==> config.mk <==
export PLATFORM = sky130hd
export DESIGN_NAME = aes_round_ctrl
export DESIGN_NICKNAME = d
export VERILOG_FILES = /design/src/rtl/aes_pkg.sv /design/src/rtl/aes_rcon.sv /design/src/rtl/aes_round_ctrl.sv
export SDC_FILE = /design/constraint.sdc
export NUM_CORES = 1
export LEC_CHECK = 0
export ABC_CLOCK_PERIOD_IN_PS = 3600
export BUFFER_PORTS_ARGS = -buffer_cell sky130_fd_sc_hd__buf_2
export CAP_MARGIN = 10
export CORE_ASPECT_RATIO = 0.75
export CORE_UTILIZATION = 25
export DETAILED_ROUTE_END_ITERATION = 8
export GPL_TIMING_DRIVEN = 0
export HOLD_SLACK_MARGIN = 0.05
export PLACE_DENSITY = 0.51
export RECOVER_POWER = 25
export SYNTH_ARGS = -nofsm -noshare
export SYNTH_HDL_FRONTEND = slang
export SYNTH_HIERARCHICAL = 1
export SYNTH_SLANG_ARGS = --single-unit
==> constraint.sdc <==
create_clock -name clk -period 3.6 [get_ports clk]
set_input_delay 0.72 -clock clk [delete_from_list [all_inputs] [get_ports clk]]
set_output_delay 0.72 -clock clk [all_outputs]
set_load 0.03 [all_outputs]
==> src/rtl/aes_pkg.sv <==
// Shared types, constants and helpers for the iterative AES-128 round sequencer.
package aes_pkg;

  localparam int unsigned AES128_NROUNDS = 10;
  localparam int unsigned ROUND_W        = 4;
  localparam int unsigned COL_W          = 2;
  localparam int unsigned RCON_W         = 8;
  localparam logic [RCON_W-1:0] RCON_INIT = 8'h01;

  typedef enum logic [2:0] {
    IDLE,
    INIT,
    SUBKEY,
    SUBCOL,
    COMMIT,
    DONE
  } ctrl_state_t;

  // GF(2^8) multiply by x, reduced by the AES polynomial.
  function automatic logic [RCON_W-1:0] xtime(input logic [RCON_W-1:0] b);
    return {b[RCON_W-2:0], 1'b0} ^ (b[RCON_W-1] ? 8'h1b : 8'h00);
  endfunction

endpackage

==> src/rtl/aes_rcon.sv <==
// Round-constant register: reloads on init, advances by xtime on step.
module aes_rcon
  import aes_pkg::*;
(
  input  logic        clk,
  input  logic        reset,
  input  logic        init,
  input  logic        step,
  output logic [7:0]  rcon
);

  always_ff @(posedge clk) begin
    if (reset || init) begin
      rcon <= RCON_INIT;
    end else if (step) begin
      rcon <= xtime(rcon);
    end
  end

endmodule

==> src/rtl/aes_round_ctrl.sv <==
// AES-128 round sequencer: steps the datapath through INIT, ten rounds and
// completion while time-sharing one S-box bank between key and state.
module aes_round_ctrl
  import aes_pkg::*;
#(
  parameter int unsigned NROUNDS = AES128_NROUNDS
) (
  input  logic        clk,
  input  logic        reset,
  input  logic        start,
  output logic        busy,
  output logic        done,
  output logic        state_init,
  output logic        sbox_sel,
  output logic [1:0]  col_idx,
  output logic        key_we,
  output logic        col_we,
  output logic        round_we,
  output logic        mix_en,
  output logic [7:0]  rcon,
  output logic [3:0]  round
);

  ctrl_state_t state, state_nxt;
  logic        last_round;
  logic        last_col;
  logic        rcon_init;
  logic        rcon_step;

  assign last_round = (round == ROUND_W'(NROUNDS));
  assign last_col   = (col_idx == COL_W'(3));

  // State register.
  always_ff @(posedge clk) begin
    if (reset) begin
      state <= IDLE;
    end else begin
      state <= state_nxt;
    end
  end

  // Next-state decode; start is only honoured when not busy.
  always_comb begin
    state_nxt = state;
    unique case (state)
      IDLE:    if (start) state_nxt = INIT;
      INIT:    state_nxt = SUBKEY;
      SUBKEY:  state_nxt = SUBCOL;
      SUBCOL:  if (last_col) state_nxt = COMMIT;
      COMMIT:  state_nxt = last_round ? DONE : SUBKEY;
      DONE:    if (start) state_nxt = INIT;
      default: state_nxt = IDLE;
    endcase
  end

  // Moore strobes decoded from the state register only.
  always_comb begin
    busy       = 1'b0;
    done       = 1'b0;
    state_init = 1'b0;
    sbox_sel   = 1'b0;
    key_we     = 1'b0;
    col_we     = 1'b0;
    round_we   = 1'b0;
    mix_en     = 1'b0;
    rcon_init  = 1'b0;
    rcon_step  = 1'b0;
    unique case (state)
      INIT: begin
        busy       = 1'b1;
        state_init = 1'b1;
        rcon_init  = 1'b1;
      end
      SUBKEY: begin
        busy   = 1'b1;
        key_we = 1'b1;
      end
      SUBCOL: begin
        busy     = 1'b1;
        sbox_sel = 1'b1;
        col_we   = 1'b1;
      end
      COMMIT: begin
        busy      = 1'b1;
        round_we  = 1'b1;
        mix_en    = !last_round;
        rcon_step = !last_round;
      end
      DONE:    done = 1'b1;
      default: ;
    endcase
  end

  // Round and column counters; round only restarts through INIT.
  always_ff @(posedge clk) begin
    if (reset) begin
      round   <= '0;
      col_idx <= '0;
    end else begin
      unique case (state)
        INIT:    round   <= ROUND_W'(1);
        SUBKEY:  col_idx <= '0;
        SUBCOL:  col_idx <= col_idx + COL_W'(1);
        COMMIT:  if (!last_round) round <= round + ROUND_W'(1);
        default: ;
      endcase
    end
  end

  aes_rcon u_rcon (
    .clk   (clk),
    .reset (reset),
    .init  (rcon_init),
    .step  (rcon_step),
    .rcon  (rcon)
  );

endmodule

Yosys cells after proc, flatten, opt, wreduce, memory -nomap -nowiden

Index checks and enable logic that the tools add are counted.

Add/sub/neg operators: 2
$mul: 0
Divide/modulo/power cells: 0
Order comparisons: 0
Eq/ne operators: 10
Shift-type cells: 0
Multiplexer cells: 15
Bitwise logic cells: 1
Reduce and logical (&&, ||, !) cells: 9

Operators with widths:

| operator              | number |
|---|---|
| $pmux W3 S5           | 1 |
| $mux W3               | 3 |
| $pmux W4 S2           | 1 |
| $xor A8 B8 Y8         | 1 |
| $mux W1               | 7 |
| $eq A3 B2 Y1 const B  | 2 |
| $eq A3 B3 Y1 const B  | 2 |
| $mux W5               | 1 |
| $add A4 B1 Y4 const B | 1 |
| $eq A4 B4 Y1 const B  | 1 |
| $mux W4               | 1 |
| $ne A2 B2 Y1 const B  | 2 |
| $pmux W2 S2           | 1 |
| $reduce_and A2 Y1     | 2 |
| $reduce_bool A2 Y1    | 2 |
| $reduce_or A4 Y1      | 1 |
| $eq A3 B1 Y1 const B  | 1 |
| $logic_not A3 Y1      | 1 |
| $add A2 B1 Y2 const B | 1 |
| $eq A2 B2 Y1 const B  | 1 |
| $ne A2 B1 Y1 const B  | 1 |
| $reduce_or A2 Y1      | 1 |
| $logic_not A1 Y1      | 1 |
| $logic_or A1 B1 Y1    | 1 |

Bits in registers: 17
Latch bits: 0
RAM bits: 0
Memory bits (read-only): 0
Logic and storage cells: 41
Memories kept: 0

Longest topological paths before layout

Gate-level depths: netlist of the first run.

Depth after elaboration: 4
Gate-level depth with buffers: 7
Mapped depth without buffers: 6

Modules after synthesis

Netlist of the first run, hierarchy kept.

By module, submodules not included:

| module         | times used | cells each | area an instance (µm²) | sequential area each (µm²) |
|---|---|---|---|---|
| aes_round_ctrl | 1          | 67         | 579.3                  | 180.2 |
| aes_rcon       | 1          | 31         | 317.8                  | 160.2 |

Worst setup path before layout of the first run

OpenSTA, ideal clock, no wires.

Path kind: register -> output
From: register state[2]
To: output mix_en
Arrival: 1.411 ns
Data required time: 2.880 ns
Path slack: 1.469 ns
Cell stages (with the launch flop): 3
Path buffers: 0
Path through: dfxtp_1 nor3b_2 and2_1

Word-level cells in the longest chain between the ends: 2

Ends and longest elaborated chain:

| element                | RTL line             | RTL |
|---|---|---|
| from (decl)            | aes_round_ctrl.sv:24 | `ctrl_state_t state, state_nxt;` |
| from (signal assigned) | aes_round_ctrl.sv:38 | `state <= state_nxt;` |
| $eq A3 B3 Y1           | aes_round_ctrl.sv:68 | `unique case (state)` |
| $mux W1                | aes_round_ctrl.sv:68 |  |
| to (decl)              | aes_round_ctrl.sv:19 | `output logic mix_en,` |

Every way passes these cells.

Worst setup path after layout of the first run

From: register state[2]
To: output state_init

Word-level cells in the longest chain between the ends: 2

Ends and longest elaborated chain:

| element      | RTL line             | RTL |
|---|---|---|
| $eq A3 B1 Y1 | aes_round_ctrl.sv:68 |  |
| $mux W1      | aes_round_ctrl.sv:68 |  |
| to (decl)    | aes_round_ctrl.sv:13 | `output logic state_init,` |

Every way passes these cells.

==> results of run 1 <==
==> area by class of cell <==
class,count,area (sq um),share of cell area
Multi-Input combinational cell,69,491.7,0.4456
Sequential cell,17,340.3,0.3084
Timing Repair Buffer,24,117.6,0.1066
Tap cell,40,50.05,0.04535
Clock buffer,4,45.04,0.04082
Buffer,8,43.79,0.03968
Inverter,4,15.01,0.01361
==> where the power goes <==
group | internal, uW | leakage, uW | switching, uW
logic | 23.5 | 0.000286 | 43.0
registers | 193 | 0.000138 | 5.84
clock network | 78.4 | 0.0000228 | 62.1
==> cell families after synthesis <==
kind of cell / synth area share
buf+inv: 0.06694
mux: 0.05718
simple gates: 0.2552
fa+ha+maj: 0.04185
flops: 0.3794
compound gates: 0.1506
xor+xnor: 0.04881
==> metrics by stage <==
step                      hold WS, ns  std cells
after global routing           0.5084        166
after detailed placement       0.4696        162
final                          0.4752        166
after global placement         0.4636        162
after CTS                      0.4787        166
after floorplan                0.5896         98
==> critical path: stages, from the launching register on <==
cell                       delay (ns)
sky130_fd_sc_hd__dfxtp_1         0.33
sky130_fd_sc_hd__clkbuf_1        0.22
sky130_fd_sc_hd__nor3b_1         0.87
sky130_fd_sc_hd__buf_2           0.34
==> registers in the layout (all words and copies together) (netlist names) <==
name	count
u_rcon/rcon	8
round	4
state	3
col_idx	2
==> cells in the final DEF (no fill, tap or decap), types with 2 or more instances in the layout <==
cell type	Yosys	final
sky130_fd_sc_hd__o21ai_0	1	2
sky130_fd_sc_hd__xnor2_1	5	5
sky130_fd_sc_hd__nand2_1	4	4
sky130_fd_sc_hd__dfxtp_1	17	17
sky130_fd_sc_hd__nand2b_1	3	3
sky130_fd_sc_hd__a221oi_1	2	2
sky130_fd_sc_hd__o21bai_1	2	2
sky130_fd_sc_hd__nor2b_1	2	2
sky130_fd_sc_hd__a211o_1	2	2
sky130_fd_sc_hd__a21oi_1	5	5
sky130_fd_sc_hd__nor2_1	10	10
sky130_fd_sc_hd__a211oi_1	5	5
sky130_fd_sc_hd__nor3b_1	2	3
sky130_fd_sc_hd__ha_1	3	3
sky130_fd_sc_hd__inv_1	4	4
sky130_fd_sc_hd__and3b_1	3	3
sky130_fd_sc_hd__clkbuf_8	0	3
sky130_fd_sc_hd__mux2i_1	4	4
sky130_fd_sc_hd__nand3b_1	3	3
sky130_fd_sc_hd__buf_2	2	23
sky130_fd_sc_hd__clkbuf_1	2	6
==> how the worst max path moves through the flow <==
stage                             to  slack, ns  depth (start not counted)
after floorplan               mix_en       1.47                          2
after global placement        mix_en       1.53                          5
after detailed placement      mix_en       1.50                          5
after CTS                     mix_en       1.22                          5
after global routing      state_init       0.71                          3
final                     state_init       0.86                          3
==> routing by layer <==
metal / global-route usage / wire length, microns / vias up
li1: - / - / 395
met1: 0.1499 / 1021 / 343
met2: 0.1587 / 803 / 7
met3: 0.02434 / 60 / 2
met4: 0.06000 / 20 / 0
met5: 0 / 0 / -
==> run summary, run 1 <==
Fraction of final layout cells with drive strength greater than 1 - 0.2619
Area of the die - 3835 sq um
Setup slack of the most critical reg-to-reg path - 1.66 ns
Tcrit/Tclk final - 0.7604
Worst hold path endpoint - col_idx[1]
Outcome - finished clean
Final design instance area without fill - 1104 sq um
Critical Setup Path Class - reg -> out
#FFs+latches synth - 17
Hold depth - 2
Max Clock Freq - 0.3653 GHz
Number of filler instances in the final layout - 370
Largest net degree at the start of global routing - 11
Number of buffers inserted for hold repair after clock tree synthesis - 0
Number of antenna violations at the first check in global routing - 0
Post-Place Setup Slack - 1.504 ns
Global-route wire length before repair - 3194 microns
Proportion of synthesized flip-flops having asynchronous set or reset - 0
Main synth FF type - sky130_fd_sc_hd__dfxtp_1
Synth-to-layout area growth - 23.01%
Number of placement rows - 18
Vias in the first global route - 683
Depth of the CTS H-tree - 1
Bufs on Longest Clock Path - 2
Initial Util - 0.2673
Post-synthesis cell type with the largest combined area - sky130_fd_sc_hd__dfxtp_1
Most common cell in the synthesized netlist - sky130_fd_sc_hd__dfxtp_1
Die Span Y - 53.88 microns
Area of the core region - 3356 sq um
Antenna diode count - 0
Vias - 747
Final RePlAce weighted congestion - 0.7316
Min-Delay Startpoint - col_idx[1]
Placed Instance Area - 1067 sq um
Type of element capturing the critical path - primary output
Worst flop-to-flop path endpoint - u_rcon/rcon[1]
Worst r2r src - state[2]
Clock tree from TritonCTS - built
Worst Hold Class - reg -> reg
Critical Path Start Type - flop
Depth of the worst register-to-register path - 5
Final design utilization - 0.3289
Synth unique cells - 36
Leakage power figure - 0.0004469 uW
# DRC - 0
Pwr Total - 405.6 uW
Power density cells - 367.5 nW/um^2
Slew headroom - 0.3264
IO Count - 25
HPWL after DPL - 1391 microns
Setup Fix Bufs, Post-CTS - 0
Crit path arrival time - 2.02 ns
Number of port buffers - 24
Final nets - 133
Worst Skew - 0.003431 ns
Required time reported for the critical path endpoint - 2.88 ns
Synthesized netlist net count - 104
CTS Root Cell - sky130_fd_sc_hd__clkbuf_8
Leading post-synthesis cells by instance count - 17 x sky130_fd_sc_hd__dfxtp_1, 10 x sky130_fd_sc_hd__nor2_1, 5 x sky130_fd_sc_hd__a211oi_1, 5 x sky130_fd_sc_hd__a21oi_1, 5 x sky130_fd_sc_hd__xnor2_1
Cell types with the largest area share after synthesis - sky130_fd_sc_hd__dfxtp_1 38%, sky130_fd_sc_hd__xnor2_1 4.9%, sky130_fd_sc_hd__mux2i_1 4.5%
Setup Viol. Count Final - 0
Final count of pins violating max slew - 0
Routed wire per std cell - 11.48 microns
1st-iter DRT viols - 41
Final hold violations - 0
Slew at the pin closest to its max-slew limit - 1.008 ns
Minimum setup slack in the final design - 0.8625 ns
Number of resized instances in the post-cts repair step - 0
Unrepaired setup endpoints after global routing - false
Mean Syn Cell Area - 9.154 sq um
Num Clock Sinks - 17
Number of synthesized flops with an enable pin - 0
Launch point of the worst path - state[2]
Post-synthesis sequential area ratio - 0.3794
Vias per std cell - 4.500
TritonRoute pass-1 iters - 4
Total negative slack - 0 ns
Cell count after synthesis - 98
Area share of the largest cell type after synthesis - 0.3794
Number of clock buffers inserted by TritonCTS - 3
All-Layer GR Usage - 0.1091
Count of antenna-violating nets left after detailed routing - 0
Chip width - 71.17 microns
CTS clk-pin slew, worst paths - 0.07 ns
Number of max-capacitance violations reported - 0
Cell area after synthesis - 897.1 sq um
Minimum clock period after layout - 2.738 ns
Global route overflow - 0
Clock latency reported for the late side of the worst-skew pair - 0.25 ns
Worst-path maximum fanout - 10
Sum of routed wire length over all layers - 1906 microns
Number of synthesis warnings - 6
Max rail drop VDD - 102.1 uV
No activity file was read; power rests on OpenSTA's default activity.
==> run 2, diff against run 1 <==
ABC_CLOCK_PERIOD_IN_PS = 2500   (was 3600)
PLACE_DENSITY = 0.53   (was 0.51)
clock period = 2.5 ns   (was 3.6 ns; I/O delays follow)
==> run 2 against run 1 <==
Compared with the run above:
- sequential share of layout area about the same
- critical path depth is 2 higher
- combinational power is 44% higher
- register-to-register slack worse by 1.0 ns
- clock-buffer cell count unchanged
- cell count unchanged
- setup slack worse by 0.52 ns
- final area decreased by 0.11%
==> run summary, run 2 (synthesis results as in run 1) <==
Outcome - finished clean
Type of element capturing the critical path - primary output
Final design utilization - 0.3285 (-0.0003730)
Placed cell count - 162 (unchanged)
Total negative slack - 0 ns (unchanged)
Max Clock Freq - 0.4639 GHz
Registers with the most flip-flops - u_rcon/rcon (8), round (4), state (3)
1st-iter DRT viols - 21 (-49%)
Number of port buffers - 24 (unchanged)
Vias in the first global route - 632 (-7.5%)
Number of antenna violations at the first check in global routing - 0 (unchanged)
Initial Util - 0.2673 (unchanged)
Fraction of final layout cells with drive strength greater than 1 - 0.2302 (-0.03175)
Number of placement rows - 18 (unchanged)
Clock latency reported for the late side of the worst-skew pair - 0.25 ns (about the same)
Crit path arrival time - 1.66 ns (-0.36 ns)
Setup Viol. Count Final - 0 (unchanged)
Number of clock buffers inserted by TritonCTS - 3 (unchanged)
Bufs on Longest Clock Path - 2 (unchanged)
Area of the core region - 3356 sq um (unchanged)
Critical Setup Path Class - reg -> out
Max rail drop VDD - 164.1 uV (+61%)
Antenna diode count - 0 (unchanged)
Final Non-Filler Cells - 166 (unchanged)
IO Count - 25 (unchanged)
Power density cells - 533.5 nW/um^2 (+45%)
Number of resized instances in the post-cts repair step - 0 (unchanged)
Worst Skew - 0.002971 ns (-0.0004602 ns)
Critical Path Start Type - flop
All-Layer GR Usage - 0.09889 (-0.01017)
CTS Root Cell - sky130_fd_sc_hd__clkbuf_8
Setup Fix Bufs, Post-CTS - 0 (unchanged)
Tcrit/Tclk final - 0.8623
Area of the die - 3835 sq um (unchanged)
Final hold violations - 0 (unchanged)
Routed wire per std cell - 11.24 microns (-2.1%)
Depth of the CTS H-tree - 1 (unchanged)
Final count of pins violating max slew - 0 (unchanged)
Count of antenna-violating nets left after detailed routing - 0 (unchanged)
Slew headroom - 0.6367 (+0.3104)
Most frequent cells in the layout - 18 x sky130_fd_sc_hd__buf_2, 17 x sky130_fd_sc_hd__dfxtp_1, 11 x sky130_fd_sc_hd__clkbuf_1
Pwr Total - 588.1 uW (+45%)
Number of buffers inserted for hold repair after clock tree synthesis - 0 (unchanged)
Chip width - 71.17 microns (unchanged)
Flip-flop count of the largest register after layout - 8 (unchanged)
Global-route wire length before repair - 2911 microns (-8.9%)
# DRC - 0 (unchanged)
Largest net degree at the start of global routing - 11 (unchanged)
Clock tree from TritonCTS - built
HPWL after DPL - 1390 microns (about the same)
Vias - 768 (+2.8%)
Sum of routed wire length over all layers - 1866 microns (-2.1%)
Worst hold margin - 0.4772 ns (+0.001957 ns)
CTS clk-pin slew, worst paths - 0.06 ns (about the same)
Vias per std cell - 4.627 (+2.8%)
Global route overflow - 0 (unchanged)
Worst-path maximum fanout - 6 (-4)
TritonRoute pass-1 iters - 4 (unchanged)
Minimum clock period after layout - 2.156 ns
Final nets - 133 (unchanged)
Worst Hold Class - reg -> reg
Synth-to-layout area growth - 22.87%
Number of max-capacitance violations reported - 0 (unchanged)
Num Clock Sinks - 17 (unchanged)
Die Span Y - 53.88 microns (unchanged)
Unrepaired setup endpoints after global routing - false
Register containing the most flip-flops in the final layout - u_rcon/rcon
Most common cell after layout, fill and taps aside - sky130_fd_sc_hd__buf_2
Slew at the pin closest to its max-slew limit - 0.5425 ns (-0.4657 ns)
Final RePlAce weighted congestion - 0.7907 (+8.1%)
Leakage power figure - 0.0004318 uW (-3.4%)
Required time reported for the critical path endpoint - 2.00 ns (-0.88 ns)
-- run 2: cell types whose count changed in the layout (fill, tap and decap cells not counted), sizes merged --
cell,change
buf,-5
clkbuf,+5
-- run 2: layer usage --
metal	global-route usage	up-vias	share of wire
met3	0.01685	2	0.013
met1	0.1380	364	0.52
met4	0.05000	0	0.010
li1	-	397	-
met2	0.1476	5	0.45
met5	0	-	0
-- run 2: cell type report --
class | count | area (sq um)
Fill cell | 359 | 2253
Multi-Input combinational cell | 69 | 496.7
Sequential cell | 17 | 340.3
Timing Repair Buffer | 24 | 110.1
Tap cell | 40 | 50.05
Clock buffer | 4 | 45.04
Buffer | 8 | 45.04
Inverter | 4 | 15.01
-- run 2: critical path: stages, from the launching register on --
cell and delay [ns]:
sky130_fd_sc_hd__dfxtp_1 0.43, sky130_fd_sc_hd__inv_1 0.07, sky130_fd_sc_hd__ha_1 0.23, sky130_fd_sc_hd__nand3b_1 0.20, sky130_fd_sc_hd__and2_1 0.24, sky130_fd_sc_hd__buf_2 0.23
-- run 2: worst paths after layout --
kind | slack [ns] | depth (start not counted) | from | end
worst max-delay path | 0.34 | 5 | round[0] | mix_en
worst min register to register | 0.48 | 2 | col_idx[1] | col_idx[1]
worst max register to register | 0.65 | 7 | round[0] | u_rcon/rcon[4]
worst min-delay path | 0.48 | 2 | col_idx[1] | col_idx[1]
-- run 2: per-stage QoR --
stage | worst slack [ns] | cell area [sq um]
final | 0.3441 | 1102
after detailed placement | 0.6340 | 1067
after CTS | 0.3405 | 1112
after global routing | 0.2089 | 1102
after floorplan | 0.4492 | 897.1
after global placement | 0.6723 | 1067
-- run 2: report_power, final --
part	switching, uW	internal [uW]	total [uW]
clock network	92.7	113	206
registers	8.97	278	287
logic	61.8	34.1	95.9
total	163	425	588
